$ cat src/rtl/mem_arbiter.sv
// mem_arbiter: shares one memory port between the instruction fetcher and the
// load/store unit. Exactly one transaction is in flight (IDLE -> ADDR -> RESP).
// Optional feature macro: MEM_ARB_RR_EN selects round-robin arbitration;
// without it data has fixed priority over instruction.
module mem_arbiter #(
  parameter int unsigned bits = 32
) (
  input  logic            clk,
  input  logic            rst,
  input  logic            i_req,
  input  logic [bits-1:0] i_addr,
  input  logic            i_flush,
  output logic            i_rdy,
  output logic            i_valid,
  output logic [bits-1:0] i_rdata,
  input  logic            d_req,
  input  logic            d_we,
  input  logic [bits-1:0] d_addr,
  input  logic [bits-1:0] d_wdata,
  output logic            d_rdy,
  output logic            d_valid,
  output logic [bits-1:0] d_rdata,
  output logic            m_req,
  output logic            m_we,
  output logic [bits-1:0] m_addr,
  output logic [bits-1:0] m_wdata,
  input  logic            m_rdy,
  input  logic            m_valid,
  input  logic [bits-1:0] m_rdata,
  output logic            owner,
  output logic            busy
);

  typedef enum logic [1:0] {StIdle, StAddr, StResp} state_e;

  state_e state_q, state_d;
  logic   drop_q;     // pending fetch response is to be discarded
  logic   grant;      // 1 = data wins, 0 = instruction wins
  logic   flush_hit;

`ifdef MEM_ARB_RR_EN
  logic last_q;       // last granted requester, 1 = data

  // Round-robin: on a tie, the requester not granted last time wins
  always_comb begin
    grant = d_req & (~i_req | ~last_q);
  end
`else
  // Fixed priority: data over instruction
  always_comb begin
    grant = d_req;
  end
`endif

  assign flush_hit = i_flush & ~owner & (state_q != StIdle);

  // Memory-side handshake and per-requester ready are purely combinational
  assign m_req = (state_q == StAddr);
  assign i_rdy = (state_q == StAddr) & m_rdy & ~owner;
  assign d_rdy = (state_q == StAddr) & m_rdy & owner;
  assign busy  = (state_q != StIdle);

  // Next-state logic
  always_comb begin
    state_d = state_q;
    case (state_q)
      StIdle:  if (i_req || d_req) state_d = StAddr;
      StAddr:  if (m_rdy) state_d = StResp;
      StResp:  if (m_valid) state_d = StIdle;
      default: state_d = StIdle;
    endcase
  end

  // State register
  always_ff @(posedge clk or posedge rst) begin
    if (rst) begin
      state_q <= StIdle;
    end else begin
      state_q <= state_d;
    end
  end

  // Request latch, drop flag and response capture
  always_ff @(posedge clk or posedge rst) begin
    if (rst) begin
      owner   <= 1'b0;
      drop_q  <= 1'b0;
      m_we    <= 1'b0;
      m_addr  <= '0;
      m_wdata <= '0;
      i_valid <= 1'b0;
      d_valid <= 1'b0;
      i_rdata <= '0;
      d_rdata <= '0;
`ifdef MEM_ARB_RR_EN
      last_q  <= 1'b1;
`endif
    end else begin
      i_valid <= 1'b0;
      d_valid <= 1'b0;
      case (state_q)
        StIdle: begin
          if (i_req || d_req) begin
            owner   <= grant;
            drop_q  <= 1'b0;
            m_addr  <= grant ? d_addr : i_addr;
            m_we    <= grant & d_we;
            m_wdata <= grant ? d_wdata : '0;
`ifdef MEM_ARB_RR_EN
            last_q  <= grant;
`endif
          end
        end
        StAddr: begin
          if (flush_hit) drop_q <= 1'b1;
        end
        StResp: begin
          if (flush_hit) drop_q <= 1'b1;
          if (m_valid) begin
            if (owner) begin
              d_valid <= 1'b1;
              d_rdata <= m_rdata;
            end else if (!(drop_q || i_flush)) begin
              // A flush arriving with the response also discards it
              i_valid <= 1'b1;
              i_rdata <= m_rdata;
            end
          end
        end
        default: ;
      endcase
    end
  end

endmodule
$ cat config.mk
export PLATFORM = sky130hd
export DESIGN_NAME = mem_arbiter
export DESIGN_NICKNAME = d
export VERILOG_FILES = /design/src/rtl/mem_arbiter.sv
export SDC_FILE = /design/constraint.sdc
export NUM_CORES = 1
export LEC_CHECK = 0
export CORE_ASPECT_RATIO = 1.4
export CORE_UTILIZATION = 37
export DETAILED_ROUTE_END_ITERATION = 8
export PLACE_DENSITY = 0.75
export SKIP_CTS_REPAIR_TIMING = 1
export SLEW_MARGIN = 20
export SYNTH_ARGS = -nofsm -noshare
export SYNTH_HDL_FRONTEND = slang
export SYNTH_SLANG_ARGS = --single-unit
$ cat constraint.sdc
create_clock -name clk -period 5.4 [get_ports clk]
set_input_delay 1.62 -clock clk [delete_from_list [all_inputs] [get_ports clk]]
set_output_delay 1.62 -clock clk [all_outputs]
set_load 0.02 [all_outputs]
==> results of run 1 <==
power by group through the flow:
stage	Combinational, mW	Clock, mW	Sequential (mW)
after global routing	2.77	1.25	1.83
after floorplan	0.750	0	2.34
after global placement	2.57	0	1.76
after detailed placement	2.62	0	1.78
after CTS	2.63	1.20	1.77
final	2.60	1.17	1.77
layer usage:
metal	global-route usage, %	vias up	share of wire, %
li1	-	2083	-
met1	22.0	2104	39
met2	35.0	195	53
met3	4.89	21	6.5
met4	7.15	0	1.8
met5	0	-	0
cell usage after synthesis (all sizes together):
master  instances  share of area [%]
and3            2               0.22
buf            17                1.8
clkbuf         11               0.74
dfrtp         135                 60
ha              6                1.3
inv             5               0.34
mux2           65                 15
mux2i          32                5.7
nand2         103                6.9
nand3          35                3.2
nor2            2               0.13
nor2b           2               0.22
nor3            3               0.36
nor3b           1               0.13
o21ai          33                3.0
o31ai           2               0.27
o32a            1               0.18
placed cells by master, fill, tap and decap left out, types with 2 or more instances in the layout:
cell type	n
clkbuf_16	17
nor3_1	2
and3_1	2
nor2_1	2
dfrtp_1	135
clkinv_4	2
nand3_2	2
clkdlybuf4s50_1	270
o31ai_1	2
nand3_1	33
mux2i_1	32
o21ai_0	32
nor2b_1	2
ha_1	6
inv_1	4
inv_6	6
buf_4	7
mux2_4	30
nand2_1	103
bufinv_16	2
clkinvlp_4	2
mux2_2	35
inv_8	2
cell type report:
type	instances	share of cell area (%)
timing repair buffer	278	30.4
tap	189	2.61
clock inverter	14	1.81
sequential	135	37.2
multi-input combinational	287	22.8
clock buffer	18	4.84
inverter	5	0.262
flip-flops by register name, summed over array words and instances (netlist names):
name	cells
d_rdata	32
d_valid	1
drop_q	1
i_rdata	32
i_valid	1
m_addr	32
m_wdata	32
m_we	1
owner	1
state_q	2
logic make-up (layout without fill, tap and decap cells):
| family | after synthesis | count (layout) | share of synthesized area, % |
|---|---|---|---|
| buffers and inverters | 33 | 315 | 2.90 |
| and+or+nand+nor | 148 | 148 | 11.2 |
| AOI/OAI and AO/OA | 36 | 36 | 3.46 |
| DFF | 135 | 135 | 60.3 |
| adders and majority gates | 6 | 6 | 1.34 |
| muxes | 97 | 97 | 20.8 |
critical path, cell delays in order:
cell             delay [ns]
clkdlybuf4s50_1        0.50
and3_1                 0.16
clkdlybuf4s50_1        0.60
worst paths after layout:
check / from / end / cells after the start / slack [ns]
min: m_wdata[11] / m_wdata[11] / 2 / 0.46
min in group asynchronous: rst / m_wdata[9] / 2 / 1.78
min reg2reg: m_wdata[11] / m_wdata[11] / 2 / 0.46
max in group asynchronous: rst / d_rdata[26] / 3 / 2.80
max: m_rdy / d_rdy / 3 / 0.89
max reg2reg: state_q[0] / d_rdata[24] / 4 / 3.27
==> run_results.csv, run 1 <==
group,metric,value,unit
placement,placed_cell_area,0.00847,mm²
routing,wl_per_cell,15.8,µm
min_path,hold_class,"reg -> reg",
global_routing,grt_usage,19.4,%
power_and_ir_drop,p_seq_share,31.9,%
routing,num_vias,4403,
logic_synthesis,ys_warn_count,0,
logic_synthesis,synth.cell_area,0.00560,mm²
finish,register_area,0.00338,mm²
finish,syn_to_final_growth,62.0,%
critical_path,crit_arrival,2.89,ns
critical_path,crit_type,"in -> out",
sta,fin_ws,0.893,ns
floorplan,fp.dieH,148,µm
placement,gp_congestion,0.750,
finish,n_fill_cell,1209,
placement,dp_slack,0.898,ns
global_routing,grt_pass1_wl,23.7,mm
clock_network,clock-sinks,135,
placement,dp.cells,894,
sta,post-route-period-util,83.5,%
global_routing,grt_max_degree,101,
power_and_ir_drop,power_leakage,4.20,nW
critical_path,end_kind,"primary output",
finish,num_antenna_cells,0,
floorplan,coreArea,0.0146,mm²
power_and_ir_drop,total_power,5.54,mW
global_routing,antenna_found_initial,0,
sta,fmax,222,MHz
power_and_ir_drop,vdd_drop_max,0.000251,V
clock_network,cts_inserted_buffers,17,
routing,ant_nets,0,
finish,multiInputGateArea,0.00207,mm²
sta,slew_violations,0,
power_and_ir_drop,intPower,3.51,mW
logic_synthesis,ys_ff_latch,135,
floorplan,core.rowCount,52,
power_and_ir_drop,clkPwrFrac,21.2,%
routing,viasPerCell,4.75,
logic_synthesis,synthesis.nets,597,
finish,drive_gt1_share,14.9,%
placement,dp_hpwl,10.7,mm
clock_network,ctsRootBufferMaster,"clkbuf_16",
floorplan,io_pins,272,
finish,layout.nets,866,
floorplan,initial_utilization,38.3,%
finish,final_cell_area,0.00907,mm²
power_and_ir_drop,pwr_density_cell,610,mW/mm²
sta,maxSlewHeadroom,39.5,%
sta,rsz0062_at_grt,"no",
clock_network,cts.clk_slew.worst_paths,0.06,ns
sta,final_hold_viol_count,0,
routing,drtPass1Iterations,4,
clock_network,clk_latency,0.41,ns
logic_synthesis,avgSynthCellArea,12.3,µm²
clock_network,clock_path_buffers,2,
routing,wirelength,14.6,mm
sta,setup-tns-final,0,ns
routing,drtIter0Drc,124,
finish,utilization,62.0,%
routing,drc,0,
sta,fin_skew,0.00998,ns
clock_network,htree_levels,4,
critical_path,path_max_fanout,3,
finish,instances_no_fill,926,
logic_synthesis,synth_cell_types,23,
critical_path,crit_required,3.78,ns
power_and_ir_drop,power_frac_comb,46.9,%
global_routing,grt_pass1_vias,4764,
clock_network,cts_tree,"yes",
sta,hold_slack,0.463,ns
floorplan,fp.dieArea,0.0156,mm²
floorplan,fp.dieW,106,µm
critical_path,start_kind,"input port",
power_and_ir_drop,p_sw_share,36.7,%
global_routing,overflow,0,
logic_synthesis,syn_inst,455,
sta,fin_crit,4.51,ns
logic_synthesis,ys_seq_area_share,60.3,%
sta,setup_violations,0,
power_and_ir_drop,power_switching,2.03,mW
sta,worst_slew_pin_slew,0.904,ns
flow_run,drv_cap,0,
placement,portBuffers,271,
outcome,outcome,"complete, no violations",
Power figures use the tool's default switching activity.
==> run 2, diff against run 1 <==
--- a/config.mk
+++ b/config.mk
@@ -6,9 +6,9 @@
 export NUM_CORES = 1
 export LEC_CHECK = 0
 export CORE_ASPECT_RATIO = 1.4
-export CORE_UTILIZATION = 37
+export CORE_UTILIZATION = 41
 export DETAILED_ROUTE_END_ITERATION = 8
-export PLACE_DENSITY = 0.75
+export PLACE_DENSITY = 0.79
 export SKIP_CTS_REPAIR_TIMING = 1
 export SLEW_MARGIN = 20
 export SYNTH_ARGS = -nofsm -noshare
==> constraint.sdc (replaced) <==
create_clock -name clk -period 4.4 [get_ports clk]
set_input_delay 1.32 -clock clk [delete_from_list [all_inputs] [get_ports clk]]
set_output_delay 1.32 -clock clk [all_outputs]
set_load 0.02 [all_outputs]
==> run 2 against run 1 <==
Via count up 1.7%. Final area grew 0.48%. Critical path type unchanged. Combinational power up 23%. First-iteration DRC count increased by 33%. Worst hold slack better by 0.00081 ns. Clock power is 29% higher. Final cell count shrank 0.76%.
==> run_results.csv, run 2 (synthesis results as in run 1) <==
group,metric,value,unit
outcome,outcome,"complete, no violations",
critical_path,end_kind,"primary output",
routing,ant_nets,0,
flow_run,drv_cap,0,
global_routing,overflow,0,
finish,final_cell_mix,"clkdlybuf4s50_1, dfrtp_1, nand2_1",
power_and_ir_drop,power_switching,2.47,mW
power_and_ir_drop,pwr_density_cell,757,mW/mm²
clock_network,htree_levels,4,
floorplan,fp.dieArea,0.0141,mm²
routing,drtPass1Iterations,4,
floorplan,core.rowCount,50,
global_routing,grt_max_degree,99,
sta,fin_skew,0.00798,ns
floorplan,initial_utilization,42.0,%
power_and_ir_drop,power_leakage,4.22,nW
sta,slew_violations,0,
sta,setup-tns-final,0,ns
min_path,hold_class,"reg -> reg",
critical_path,crit_type,"in -> out",
power_and_ir_drop,p_sw_share,35.9,%
finish,num_antenna_cells,0,
sta,fmax,255,MHz
critical_path,path_max_fanout,3,
routing,drtIter0Drc,165,
critical_path,crit_required,3.08,ns
clock_network,clk_latency,0.40,ns
sta,worst_slew_pin_slew,0.856,ns
routing,viasPerCell,4.87,
finish,n_fill_cell,1011,
sta,maxSlewHeadroom,43.0,%
sta,post-route-period-util,89.0,%
power_and_ir_drop,power_frac_comb,46.3,%
finish,layout_commonest_cell,"clkdlybuf4s50_1",
power_and_ir_drop,vdd_drop_max,0.000381,V
clock_network,clock-sinks,135,
global_routing,grt_pass1_vias,4754,
placement,dp_hpwl,11.0,mm
sta,hold_slack,0.463,ns
finish,layout.nets,867,
global_routing,grt_pass1_wl,24.1,mm
clock_network,cts_tree,"yes",
routing,drc,0,
critical_path,crit_arrival,2.60,ns
floorplan,io_pins,272,
routing,num_vias,4478,
floorplan,fp.dieH,140,µm
power_and_ir_drop,clkPwrFrac,21.9,%
clock_network,cts.clk_slew.worst_paths,0.06,ns
power_and_ir_drop,total_power,6.90,mW
placement,gp_congestion,0.794,
routing,wirelength,15.1,mm
finish,drive_gt1_share,14.9,%
global_routing,grt_usage,22.4,%
critical_path,start_kind,"input port",
floorplan,fp.dieW,101,µm
sta,rsz0062_at_grt,"no",
sta,setup_violations,0,
power_and_ir_drop,intPower,4.43,mW
placement,portBuffers,271,
global_routing,antenna_found_initial,0,
finish,syn_to_final_growth,62.8,%
clock_network,cts_inserted_buffers,17,
power_and_ir_drop,p_seq_share,31.7,%
sta,fin_crit,3.92,ns
clock_network,ctsRootBufferMaster,"clkbuf_16",
floorplan,coreArea,0.0133,mm²
routing,wl_per_cell,16.4,µm
sta,final_hold_viol_count,0,
clock_network,clock_path_buffers,2,
==> run 2: cell count changes in the layout (fill, tap and decap cells not counted), sizes merged <==
cell,delta
clkinv,-1
buf,+1
clkinvlp,+2
bufinv,+2
clkbuf,+2
inv,-6
==> run 2: power by group through the flow <==
stage	registers [mW]	clock network (mW)	logic, mW
after floorplan	2.87	0	0.920
final	2.19	1.51	3.20
after detailed placement	2.20	0	3.21
after global routing	2.26	1.60	3.41
after global placement	2.16	0	3.14
after CTS	2.19	1.54	3.23
==> run 2: path summary, 6_finish.rpt <==
kind	start	end	slack, ns	depth (start not counted)
worst max-delay path	m_rdy	d_rdy	0.48	3
worst min-delay path	m_wdata[5]	m_wdata[5]	0.46	2
worst max register to register	state_q[0]	state_q[1]	2.08	6
worst min register to register	m_wdata[5]	m_wdata[5]	0.46	2
max in group asynchronous	rst	m_addr[7]	2.12	3
min in group asynchronous	rst	m_wdata[12]	1.41	2
==> run 2: stage by stage <==
step | instance area (µm²) | cells | worst slack (ns) | util [%]
floorplan | 5610 | 455 | 1.40 | -
global placement | 8480 | 888 | 0.489 | 63.7
detailed placement | 8480 | 888 | 0.485 | 63.7
global route | 9120 | 919 | 0.423 | 68.4
finish | 9120 | 919 | 0.483 | 68.4
CTS | 9120 | 919 | 0.473 | 68.4
==> run 2: final cells by class <==
cell class | instances | area (µm²) | area share, %
flip-flops and latches | 135 | 3380 | 37.0
clock buffers | 20 | 467 | 5.12
well taps | 182 | 228 | 2.50
repair buffers | 279 | 2780 | 30.5
multi-input cells | 287 | 2070 | 22.7
inverters | 5 | 22.5 | 0.247
clock inverters | 11 | 170 | 1.87
==> run 2: metal layers <==
layer | global-route usage, % | wire [µm] | share of wire (%)
met3 | 7.63 | 1110 | 7.3
met1 | 24.4 | 5550 | 37
met5 | 0 | 0 | 0
met2 | 39.0 | 7990 | 53
met4 | 9.84 | 448 | 3.0
==> run 2: critical path: stages <==
cell             delay [ns]
clkdlybuf4s50_1        0.50
and3_1                 0.17
clkdlybuf4s50_1        0.60
==> run 3, diff against run 2 <==
--- a/config.mk
+++ b/config.mk
@@ -6,9 +6,11 @@
 export NUM_CORES = 1
 export LEC_CHECK = 0
 export CORE_ASPECT_RATIO = 1.4
-export CORE_UTILIZATION = 41
+export CORE_MARGIN = 4
+export CORE_UTILIZATION = 50
 export DETAILED_ROUTE_END_ITERATION = 8
-export PLACE_DENSITY = 0.79
+export DONT_BUFFER_PORTS = 1
+export PLACE_DENSITY = 0.63
 export SKIP_CTS_REPAIR_TIMING = 1
 export SLEW_MARGIN = 20
 export SYNTH_ARGS = -nofsm -noshare
==> run 3 against run 2 <==
Final area decreased by 31%. Combinational power decreased by 67%. Highest routed layer unchanged. Fmax increased by 32%. Via count decreased by 25%. Critical path type unchanged.
==> run_results.csv, run 3 (synthesis results as in run 1) <==
group,metric,value,unit
clock_network,cts_inserted_buffers,17,
clock_network,clock-sinks,135,
floorplan,fp.dieW,97.5,µm
critical_path,crit_chain,"nand2_1 > nor2_1",
sta,fin_skew,0.00737,ns
power_and_ir_drop,power_leakage,3.14,nW
floorplan,coreArea,0.0109,mm²
global_routing,antenna_found_initial,0,
critical_path,crit_required,3.08,ns
floorplan,core.rowCount,45,
sta,final_hold_viol_count,0,
finish,n_fill_cell,914,
global_routing,grt_usage,19.4,%
power_and_ir_drop,vdd_drop_max,0.000343,V
sta,maxSlewHeadroom,50.1,%
routing,drtPass1Iterations,4,
critical_path,path_buf_inv,0,
power_and_ir_drop,total_power,5.41,mW
sta,post-route-period-util,67.6,%
routing,drc,0,
routing,wl_per_cell,20.7,µm
sta,fmax,336,MHz
routing,wirelength,12.6,mm
finish,layout_commonest_cell,"dfrtp_1",
global_routing,grt_pass1_wl,19.7,mm
critical_path,crit-reg2reg-launch,"owner",
outcome,outcome,"complete, no violations",
flow_run,drv_cap,0,
sta,fin_crit,2.98,ns
clock_network,ctsRootBufferMaster,"clkbuf_16",
finish,drive_gt1_share,23.2,%
clock_network,clock_path_buffers,2,
clock_network,cts.clk_slew.worst_paths,0.05,ns
sta,rsz0062_at_grt,"no",
finish,utilization,57.4,%
min_path,hp-start,"drop_q",
critical_path,slowest_delay,0.30,ns
min_path,min_path_cells,2,
placement,gp_congestion,0.784,
placement,dp_hpwl,9.28,mm
finish,layout.nets,595,
power_and_ir_drop,pwr_density_cell,863,mW/mm²
finish,syn_to_final_growth,12.0,%
critical_path,end_kind,"primary output",
critical_path,start_kind,"input port",
critical_path,reg2reg_depth,4,
critical_path,path_delay_family,"simple AND/OR/NAND/NOR gates",
sta,hold_slack,0.535,ns
routing,num_vias,3372,
global_routing,overflow,0,
critical_path,path_max_fanout,3,
min_path,min_to,"drop_q",
routing,viasPerCell,5.56,
sta,setup-tns-final,0,ns
finish,register_area,0.00338,mm²
placement,portBuffers,0,
clock_network,htree_levels,4,
global_routing,grt_max_degree,70,
critical_path,startpoint,"m_rdy",
critical_path,crit_arrival,1.66,ns
finish,num_antenna_cells,0,
critical_path,reg2reg_to,"i_rdata[6]",
critical_path,r2r_slack,2.06,ns
floorplan,fp.dieArea,0.0130,mm²
sta,setup_violations,0,
clock_network,cts_tree,"yes",
finish,final_cell_mix,"dfrtp_1, nand2_1, mux2_2",
floorplan,initial_utilization,51.3,%
routing,ant_nets,0,
floorplan,io_pins,272,
floorplan,fp.dieH,133,µm
sta,worst_slew_pin_slew,0.747,ns
critical_path,crit_type,"in -> out",
min_path,hold_class,"reg -> reg",
clock_network,clk_latency,0.41,ns
critical_path,critPathSlowestCell,"nor2_1",
sta,slew_violations,0,
global_routing,grt_pass1_vias,3563,
routing,drtIter0Drc,139,
finish,multiInputGateArea,0.00207,mm²
run 3: cell types whose count changed in the layout (fill, tap and decap cells not counted):
cell,before,now
clkinv_2,2,3
clkbuf_8,3,1
inv_6,2,3
clkdlybuf4s50_1,270,0
clkinv_4,0,1
bufinv_16,4,1
nand3_1,33,34
buf_2,1,0
buf_4,7,6
clkinvlp_4,4,7
nand3_2,2,1
run 3: how the worst max path moves through the flow:
stage                  to  slack (ns)  cells past startpoint
3_5_place_dp   i_rdata[5]        1.34                      4
4_1_cts             i_rdy        1.42                      2
5_1_grt             i_rdy        1.36                      4
2_1_floorplan  d_rdata[0]        1.40                      1
6_report            i_rdy        1.42                      2
3_3_place_gp   i_rdata[7]        1.38                      4
run 3: layout make-up:
| type | count | share of cell area [%] |
|---|---|---|
| Clock buffer | 18 | 7.00 |
| Clock inverter | 14 | 1.99 |
| Inverter | 5 | 0.359 |
| Multi-Input combinational cell | 287 | 33.0 |
| Sequential cell | 135 | 53.8 |
| Tap cell | 141 | 2.81 |
| Timing Repair Buffer | 7 | 1.04 |
run 3: stage by stage:
stage	cells	setup slack (ns)	instance area [µm²]
2_1_floorplan	455	1.40	5610
3_3_place_gp	575	1.38	5710
5_1_grt	607	1.36	6270
6_report	607	1.42	6270
4_1_cts	607	1.42	6270
3_5_place_dp	575	1.34	5710
run 3: metal layers:
metal	wire (µm)	global-route usage [%]	part of all wire, %	vias to the layer above
met4	182	6.16	1.4	0
met1	4460	22.2	35	1628
li1	-	-	-	1537
met3	1480	9.90	12	10
met2	6450	31.9	51	197
met5	0	0	0	-
run 3: power by group:
part,switching [mW],internal (mW),total [mW]
registers,1.20,1.83,3.04
logic,0.527,0.519,1.05
clock network,0.536,0.794,1.33
total,2.27,3.15,5.41
run 3: worst register-to-register path, delay by kind of cell (launching register included):
| kind | cells | cell delay [ns] |
|---|---|---|
| buf+inv | 1 | 0.47 |
| flops | 1 | 0.54 |
| mux | 1 | 0.32 |
| simple gates | 2 | 0.88 |
